## src/rtl/init_sequencer.sv

```systemverilog
`default_nettype none
// ============================================================================
// Module   : init_sequencer
// Purpose  : Power-up and link bring-up sequencer for a video transmitter.
//            Waits for PLL lock, lets supplies settle, pulses the transmitter
//            reset, starts the configuration engine (with bounded retries),
//            and then enables the video path. A PLL unlock at any point after
//            lock restarts the bring-up. Repeated configuration failures land
//            in a sticky FAULT state that only reset can leave.
// Revision : 1.0 - initial release
// ============================================================================
module init_sequencer #(
  parameter int unsigned CLK_FREQ_HZ    = 27000000,
  parameter int unsigned PWR_SETTLE_MS  = 200,
  parameter int unsigned RESET_HOLD_MS  = 10,
  parameter int unsigned POST_RESET_MS  = 50,
  parameter int unsigned CFG_TIMEOUT_MS = 100,
  parameter int unsigned RETRY_MAX      = 3
) (
  input  logic       clock,
  input  logic       reset,
  input  logic       pll_locked,
  input  logic       hpd,
  input  logic       cfg_done,
  input  logic       cfg_error,
  output logic       tx_reset_n,
  output logic       cfg_start,
  output logic       video_enable,
  output logic       fault,
  output logic [2:0] state,
  output logic [1:0] retry_count
);

  // --------------------------------------------------------------------------
  // Timing constants
  // --------------------------------------------------------------------------
  // The millisecond-to-cycle product overflows 32 bits for realistic clock
  // rates and delays, so it is formed in 64 bits before the divide.
  function automatic logic [31:0] last_count(input logic [63:0] cycles);
    logic [31:0] result;
    if (cycles == 64'd0) begin
      // A zero-length interval still has to occupy the state for one cycle.
      result = 32'd0;
    end else if (cycles > 64'h0000_0001_0000_0000) begin
      // Longer than the counter can express: clamp to the longest wait.
      result = 32'hFFFF_FFFF;
    end else begin
      result = 32'(cycles - 64'd1);
    end
    return result;
  endfunction

  localparam logic [63:0] c_SETTLE_CYC64 =
    (64'(CLK_FREQ_HZ) * 64'(PWR_SETTLE_MS)) / 64'd1000;
  localparam logic [63:0] c_HOLD_CYC64 =
    (64'(CLK_FREQ_HZ) * 64'(RESET_HOLD_MS)) / 64'd1000;
  localparam logic [63:0] c_POST_CYC64 =
    (64'(CLK_FREQ_HZ) * 64'(POST_RESET_MS)) / 64'd1000;
  localparam logic [63:0] c_CFG_CYC64 =
    (64'(CLK_FREQ_HZ) * 64'(CFG_TIMEOUT_MS)) / 64'd1000;

  // Counter value on the final cycle of each timed state.
  localparam logic [31:0] c_SETTLE_LAST = last_count(c_SETTLE_CYC64);
  localparam logic [31:0] c_HOLD_LAST   = last_count(c_HOLD_CYC64);
  localparam logic [31:0] c_POST_LAST   = last_count(c_POST_CYC64);
  localparam logic [31:0] c_CFG_LAST    = last_count(c_CFG_CYC64);

  localparam logic [1:0]  c_RETRY_CEIL  = 2'b11;

  // --------------------------------------------------------------------------
  // State encoding (visible on the state output, so values are fixed)
  // --------------------------------------------------------------------------
  typedef enum logic [2:0] {
    ST_WAIT_LOCK  = 3'd0,
    ST_SETTLE     = 3'd1,
    ST_TX_RESET   = 3'd2,
    ST_POST_RESET = 3'd3,
    ST_CFG_START  = 3'd4,
    ST_CFG_WAIT   = 3'd5,
    ST_RUN        = 3'd6,
    ST_FAULT      = 3'd7
  } state_t;

  state_t      state_q, state_d;
  logic [31:0] count_q, count_d;
  logic [1:0]  retry_q, retry_d;
  logic        tx_reset_n_q, tx_reset_n_d;
  logic        cfg_start_q, cfg_start_d;
  logic        video_enable_q, video_enable_d;
  logic        fault_q, fault_d;

  logic        retry_allowed;
  logic        lock_lost;

  // Another configuration attempt is allowed while below the retry limit; the
  // extra ceiling test keeps the 2-bit counter from wrapping if RETRY_MAX is
  // set larger than the counter can hold.
  assign retry_allowed = (32'(retry_q) < RETRY_MAX) && (retry_q != c_RETRY_CEIL);

  // Losing lock restarts bring-up from every state except the two where the
  // sequencer is either already waiting for lock or latched in fault.
  assign lock_lost = !pll_locked &&
                     (state_q != ST_WAIT_LOCK) && (state_q != ST_FAULT);

  // Next-state and retry bookkeeping.
  always_comb begin
    state_d = state_q;
    retry_d = retry_q;

    case (state_q)
      ST_WAIT_LOCK: begin
        if (pll_locked) begin
          state_d = ST_SETTLE;
        end
      end

      ST_SETTLE: begin
        if (count_q == c_SETTLE_LAST) begin
          state_d = ST_TX_RESET;
        end
      end

      ST_TX_RESET: begin
        if (count_q == c_HOLD_LAST) begin
          state_d = ST_POST_RESET;
        end
      end

      ST_POST_RESET: begin
        if (count_q == c_POST_LAST) begin
          state_d = ST_CFG_START;
        end
      end

      ST_CFG_START: begin
        // Hold off configuration until a sink is attached.
        if (hpd) begin
          state_d = ST_CFG_WAIT;
        end
      end

      ST_CFG_WAIT: begin
        // Success is checked first so that it wins over an error or a
        // timeout landing on the same cycle.
        if (cfg_done) begin
          state_d = ST_RUN;
          retry_d = 2'd0;
        end else if (cfg_error || (count_q == c_CFG_LAST)) begin
          if (retry_allowed) begin
            state_d = ST_CFG_START;
            retry_d = retry_q + 2'd1;
          end else begin
            state_d = ST_FAULT;
          end
        end
      end

      ST_RUN: begin
        // Sink unplugged: reconfigure without replaying the reset sequence.
        if (!hpd) begin
          state_d = ST_CFG_START;
          retry_d = 2'd0;
        end
      end

      ST_FAULT: begin
        state_d = ST_FAULT;
      end

      default: begin
        state_d = ST_WAIT_LOCK;
        retry_d = 2'd0;
      end
    endcase

    if (lock_lost) begin
      state_d = ST_WAIT_LOCK;
      retry_d = 2'd0;
    end
  end

  // Shared interval counter: restarts at zero on every state change and
  // holds at its maximum in untimed states rather than wrapping.
  always_comb begin
    count_d = count_q;
    if (state_d != state_q) begin
      count_d = 32'd0;
    end else if (count_q != 32'hFFFF_FFFF) begin
      count_d = count_q + 32'd1;
    end
  end

  // Output decode from the upcoming state so every output is a flop that
  // lines up with the registered state it belongs to.
  always_comb begin
    tx_reset_n_d   = 1'b1;
    cfg_start_d    = 1'b0;
    video_enable_d = 1'b0;
    fault_d        = 1'b0;

    case (state_d)
      ST_WAIT_LOCK,
      ST_SETTLE,
      ST_TX_RESET: begin
        tx_reset_n_d = 1'b0;
      end
      ST_RUN: begin
        video_enable_d = 1'b1;
      end
      ST_FAULT: begin
        tx_reset_n_d = 1'b0;
        fault_d      = 1'b1;
      end
      default: begin
        tx_reset_n_d = 1'b1;
      end
    endcase

    // Single-cycle start pulse on the first cycle of each configuration wait.
    if ((state_q == ST_CFG_START) && (state_d == ST_CFG_WAIT)) begin
      cfg_start_d = 1'b1;
    end
  end

  // State, counter and output registers with synchronous active-low reset.
  always_ff @(posedge clock) begin
    if (!reset) begin
      state_q        <= ST_WAIT_LOCK;
      count_q        <= 32'd0;
      retry_q        <= 2'd0;
      tx_reset_n_q   <= 1'b0;
      cfg_start_q    <= 1'b0;
      video_enable_q <= 1'b0;
      fault_q        <= 1'b0;
    end else begin
      state_q        <= state_d;
      count_q        <= count_d;
      retry_q        <= retry_d;
      tx_reset_n_q   <= tx_reset_n_d;
      cfg_start_q    <= cfg_start_d;
      video_enable_q <= video_enable_d;
      fault_q        <= fault_d;
    end
  end

  assign tx_reset_n   = tx_reset_n_q;
  assign cfg_start    = cfg_start_q;
  assign video_enable = video_enable_q;
  assign fault        = fault_q;
  assign state        = state_q;
  assign retry_count  = retry_q;

endmodule
`default_nettype wire

```

## config.mk

```make
export PLATFORM = sky130hd
export DESIGN_NAME = init_sequencer
export DESIGN_NICKNAME = d
export VERILOG_FILES = /design/src/rtl/init_sequencer.sv
export SDC_FILE = /design/constraint.sdc
export NUM_CORES = 1
export LEC_CHECK = 0
export CORE_UTILIZATION = 45
export DETAILED_ROUTE_END_ITERATION = 12
export GPL_ROUTABILITY_DRIVEN = 1
export GPL_TIMING_DRIVEN = 0
export PLACE_DENSITY_LB_ADDON = 0.2
export SLEW_MARGIN = 20
export SYNTH_ARGS = -nofsm -noshare
export SYNTH_HDL_FRONTEND = slang
export SYNTH_SLANG_ARGS = --single-unit
```

## constraint.sdc

```tcl
create_clock -name clock -period 4.7 [get_ports clock]
set_input_delay 1.175 -clock clock [delete_from_list [all_inputs] [get_ports clock]]
set_output_delay 1.175 -clock clock [all_outputs]
set_load 0.01 [all_outputs]
```

# Word level (Yosys, flattened, before mapping)
# Index checks and enable logic that the tools add are counted.
[word_totals] mem_bits_ro=0 regBits=41 elab_cells=68 latchBits=0 mem_count=0 mem_bits_rw=0
[op_classes] n_mux=20 magnitude_cmp=1 n_addsub=2 n_bitwise=1 eq_ne=23 shift=0 div=0 n_reduce_logical=14 mul=0
[ops] operator="adder 32 x 1 -> 32 bit, second input constant" count=1
[ops] operator="== test 32 x 19 -> 1 bit, second input constant" count=1
[ops] operator="== test 32 x 21 -> 1 bit, second input constant" count=1
[ops] operator="== test 32 x 22 -> 1 bit, second input constant" count=1
[ops] operator="== test 32 x 23 -> 1 bit, second input constant" count=1
[ops] operator="!= test 32 bit, second input constant" count=1
[ops] operator="two-way mux 3 bit" count=9
[ops] operator="one-hot mux 3 bit (8 select lines)" count=1
[ops] operator="== test 3 bit, second input constant" count=7
[ops] operator="two-way mux 2 bit" count=5
[ops] operator="== test 3 x 2 -> 1 bit, second input constant" count=3
[ops] operator="!= test 3 bit, second input constant" count=3
[ops] operator="== test 3 x 1 -> 1 bit, second input constant" count=2
[ops] operator="zero test 3 bit" count=2
[ops] operator="logical AND 1 bit" count=4
[ops] operator="two-way mux 1 bit" count=4
[ops] operator="!= test 2 bit, second input constant" count=2
[ops] operator="one-hot mux 2 bit (2 select lines)" count=1
[ops] operator="AND reduction 4 bit" count=1
[ops] operator="OR reduction 2 bit" count=2
[ops] operator="OR reduction 4 bit" count=1
[ops] operator="!= test 3 bit" count=1
[ops] operator="nonzero test 3 bit" count=1
[ops] operator="adder 2 x 1 -> 2 bit, second input constant" count=1
[ops] operator="other kinds (5)" count=5

# Depth between registers and ports, before layout
[depth] depth_word=10 depth_mapped=10

# Worst setup path before layout
# No wires, ideal clock.
[synth_path] kind="input to register" from="in pll_locked" to="reg tx_reset_n_q, in the netlist tx_reset_n" setup_time_ns=0.121 required_time_ns=4.579 path_slack_ns=2.110 arrival_ns=2.469 stages=8 path_cell_list="clkbuf_1 > o21ai_0 > a21oi_1 > o21ai_0 > a21oi_1 > a22oi_1 > nor2b_1 > mux2_4"
[synth_via] elab_chain_len=7 word_cells_on_any_way=12 cone_classes="3 x eq/ne; 4 x mux; 5 x reduce/logical"
[synth_lines] item="start, declared" line_no="22" text="input logic pll_locked,"
[synth_lines] item="parallel branches: the longest is 3 deep, another holds one-hot mux 3 bit (8 select lines)"
[synth_lines] item="two-way mux 3 bit (*)" line_no="176" text="if (lock_lost) begin"
[synth_lines] item="== test 3 bit, or another cell as far along" line_no="201" text="case (state_d)"
[synth_lines] item="OR reduction 4 bit (no source line) (*)"
[synth_lines] item="two-way mux 1 bit (*)" line_no="201"
[synth_lines] item="end signal, assigned" line_no="239" text="tx_reset_n_q <= tx_reset_n_d;"
[synth_lines] item="end, declared" line_no="87" text="logic tx_reset_n_q, tx_reset_n_d;"
# Mark *: on every way between the ends.
# A chain may end at the register's enable or synchronous reset.

# Worst setup path after layout
[layout_path] from="in hpd" to="reg tx_reset_n_q, in the netlist tx_reset_n"
[layout_via] elab_chain_len=6 word_cells_on_any_way=10 cone_classes="3 x eq/ne; 5 x mux; 2 x reduce/logical"
[layout_lines] item="start, declared" line_no="23" text="input logic hpd,"
[layout_lines] item="two-way mux 3 bit (on tied branches)" line_no="160, 137"
[layout_lines] item="one-hot mux 3 bit (8 select lines) (*)" line_no="110" text="case (state_q)"
[layout_lines] item="two-way mux 3 bit (*)" line_no="176"
[layout_lines] item="== test 3 bit, or another cell as far along" line_no="201"
[layout_lines] item="OR reduction 4 bit (no source line) (*)"
[layout_lines] item="two-way mux 1 bit (*)" line_no="201"
# Every way passes the cells marked *; elsewhere a longest branch is shown, timed or not.

==> results.yml <==
outcome:
  status: "complete, no violations"
yosys:
  ys_seq_area_frac: 0.3216
  syn_area_per_cell_um2: 8.103
  yosysTopAreaCellShare: 0.3216
  synth_top_area_cell: "dfxtp_1"
  synth_ff_type: "dfxtp_1"
  async_reset_ff_frac: 0
  synth-edff-count: 0
  syn_inst: 315
  synth_nets: 323
  synthTopCellsByArea: "dfxtp_1 32%, nor2_1 8.7%, xnor2_1 7.5%"
  yosysUniqueCellTypes: 62
  synth_seq_cells: 41
  yosysWarnings: 0
  syn-cell-area_um2: 2552
global_route:
  grt_pass1_vias: 2132
  track_usage: 0.2111
  grt_max_degree: 15
  grt_pass1_wl_um: 10040
  antenna_found_initial: 0
  overflow: 0
clocking:
  h-tree-depth: 2
  post_cts_buffers: 0
  cts_root_buffer: "clkbuf_8"
  clock_latency_ps: 300
  cts_resized: 0
  numCtsBuffers: 5
  clockBufferDepth: 2
  cts_sinks: 41
  cts_tree: "done"
  cts_hold_buf: 0
  path_clk_slew_ps: 90
timing:
  fin_skew_ps: 5.554
  whs_ps: 497.5
  setup_slack_ps: 1817
  rsz0062_at_grt: "no"
  worst_pin_slew_ps: 520.2
  max_freq_mhz: 346.8
  hold_viol: 0
  fin_crit_sh: 0.6135
  relSlewSlack: 0.6485
  setup_violations: 0
  maxSlewViolCount: 0
  fin_crit_ps: 2883
  fin_setup_tns_ps: 0
detailed_routing:
  routedWlPerCell_um: 14.26
  first_pass_iters: 4
  drt_iter0_drc: 162
  antenna_left: 0
  top_layer_used: "met4"
  drc: 0
  wl_met2_um: 2656
  viasPerCell: 5.723
  wl_met1_um: 2820
  wl_met3_um: 244
  finalWirelength_um: 5819
  route.vias.total: 2335
floorplanning:
  die_width_um: 77.32
  ios: 15
  core_um2: 5473
  die_h_um: 77.32
  initial_core_util: 0.4664
  rows: 27
  dieArea_um2: 5978
final_layout:
  final_util: 0.5233
  fill_cells: 533
  register_area_um2: 820.8
  design_area_um2: 2864
  multi_input_area_um2: 1572
  synthToLayoutAreaGrowth_pct: 12.21
  fin_nets: 343
  drive_above_1_share: 0.1101
  diodes: 0
setup_path:
  cp_max_fo: 4
  cpMostUsedCell: "nor2b_1"
  slowest_delay_ps: 480
  cp-start-kind: "primary input"
  path_buf_inv: 1
  arrival_ps: 3080
  crit_required_ps: 4900
  crit_type: "in2reg"
  cp_top_family: "compound AO/OA/AOI/OAI gates"
  cp_slowest_cell: "clkdlybuf4s50_1"
  cp_cell_sequence: "clkdlybuf4s50_1 -> nor2b_1 -> nor3_1 -> o31ai_1 -> o311ai_1 -> nor2b_1 -> mux2_4"
  cp-end-kind: "register"
worst_hold_path:
  hold_path_class: "reg2reg"
power_and_ir_drop:
  max-vdd-ir-drop_mv: 0.1384
  powerDensity_nw_per_um2: 216.7
  swShare: 0.2463
  clock_power_share: 0.380
  power_frac_seq: 0.565
  power_frac_comb: 0.055
  p_int_mw: 0.4678
  leakage_nw: 0.8831
  p_sw_mw: 0.1529
job:
  maxCapViolations: 0
place:
  hpwl_um: 4236
  gp_congestion: 0.8567
  dpl_worst_slack_ps: 1519
  port_buffers: 13
  placed_area_um2: 2773
[per-stage QoR]
| stage | total power, mW | std cells |
|---|---|---|
| 2_1_floorplan | 0.3811 | 315 |
| 3_3_place_gp | 0.3925 | 400 |
| 3_5_place_dp | 0.3926 | 400 |
| 4_1_cts | 0.6276 | 408 |
| 5_1_grt | 0.6463 | 408 |
| 6_report | 0.6206 | 408 |
[cell usage in the layout, fill, tap and decap left out, drive strengths merged, types with 8 or more instances in the layout]
master / count
xnor2: 22
nand3: 16
nor2: 60
dfxtp: 41
nor3: 14
clkdlybuf4s50: 13
clkbuf: 14
xor2: 8
inv: 9
nand2: 20
buf: 11
o21ai: 11
nand4: 8
nor4: 9
[power groups by stage]
| stage | logic, mW | registers [mW] | clock network [mW] |
|---|---|---|---|
| after CTS | 0.0340 | 0.350 | 0.243 |
| after detailed placement | 0.0339 | 0.359 | 0 |
| after floorplan | 0.0225 | 0.359 | 0 |
| final | 0.0341 | 0.350 | 0.236 |
| after global placement | 0.0339 | 0.359 | 0 |
| after global routing | 0.0380 | 0.351 | 0.257 |
[per-layer routing]
metal  vias up  track usage
met4         0      0.06981
li1       1158            -
met3        12      0.04643
met2        52       0.3442
met5         -            0
met1      1113       0.2736
[worst paths after layout]
kind	startpoint	end	cells after the start	slack, ps
worst max-delay path	hpd	tx_reset_n	7	1820
worst max register to register	count_q[1]	count_q[8]	10	1850
worst min-delay path	retry_count[0]	retry_count[0]	2	500
worst min register to register	retry_count[0]	retry_count[0]	2	500
[sequential cells by signal, indices dropped and copies added, names as in the netlist]
name	cells
count_q	32
state	3
retry_count	2
cfg_start	1
fault	1
tx_reset_n	1
video_enable	1
[layout make-up]
type	instances	share of cell area
plain buffers	20	0.04412
clock buffers	5	0.02403
clock inverters	3	0.007864
inverters	9	0.01180
multi-input cells	245	0.5487
flip-flops and latches	41	0.2866
well taps	72	0.03145
repair buffers	13	0.04543
[synthesized netlist by cell type (2+ instances only)]
master / instances
a21oi_1: 7
a22oi_1: 2
a311oi_1: 2
and2_1: 2
and3_1: 4
buf_2: 3
buf_4: 4
buf_6: 4
clkbuf_1: 7
clkbuf_2: 2
dfxtp_1: 41
ha_1: 2
inv_1: 9
mux2i_1: 2
nand2_1: 20
nand3_1: 16
nand4_1: 8
nand4b_1: 2
nor2_1: 59
nor2b_1: 3
nor3_1: 14
nor4_1: 8
nor4b_1: 6
nor4bb_1: 5
o2111ai_1: 3
o21ai_0: 9
o31ai_1: 2
or2_2: 2
or3_1: 3
or4_1: 2
or4_4: 2
or4b_1: 2
xnor2_1: 22
xor2_1: 8
[cell families after synthesis]
logic type	Yosys count	share of synthesized area
AND/OR/NAND/NOR	173	0.3814
flip-flops	41	0.3216
adder cells (fa/ha/maj)	2	0.009802
multiplexers	3	0.01372
AO/OA/AOI/OAI	37	0.1078
XOR/XNOR	30	0.1029
buffers and inverters	29	0.06274
[worst min-delay path: stages (launching register included)]
cell	delay, ps
dfxtp_1	340
nand2_1	60
a21oi_1	50
Power figures use the tool's default switching activity.
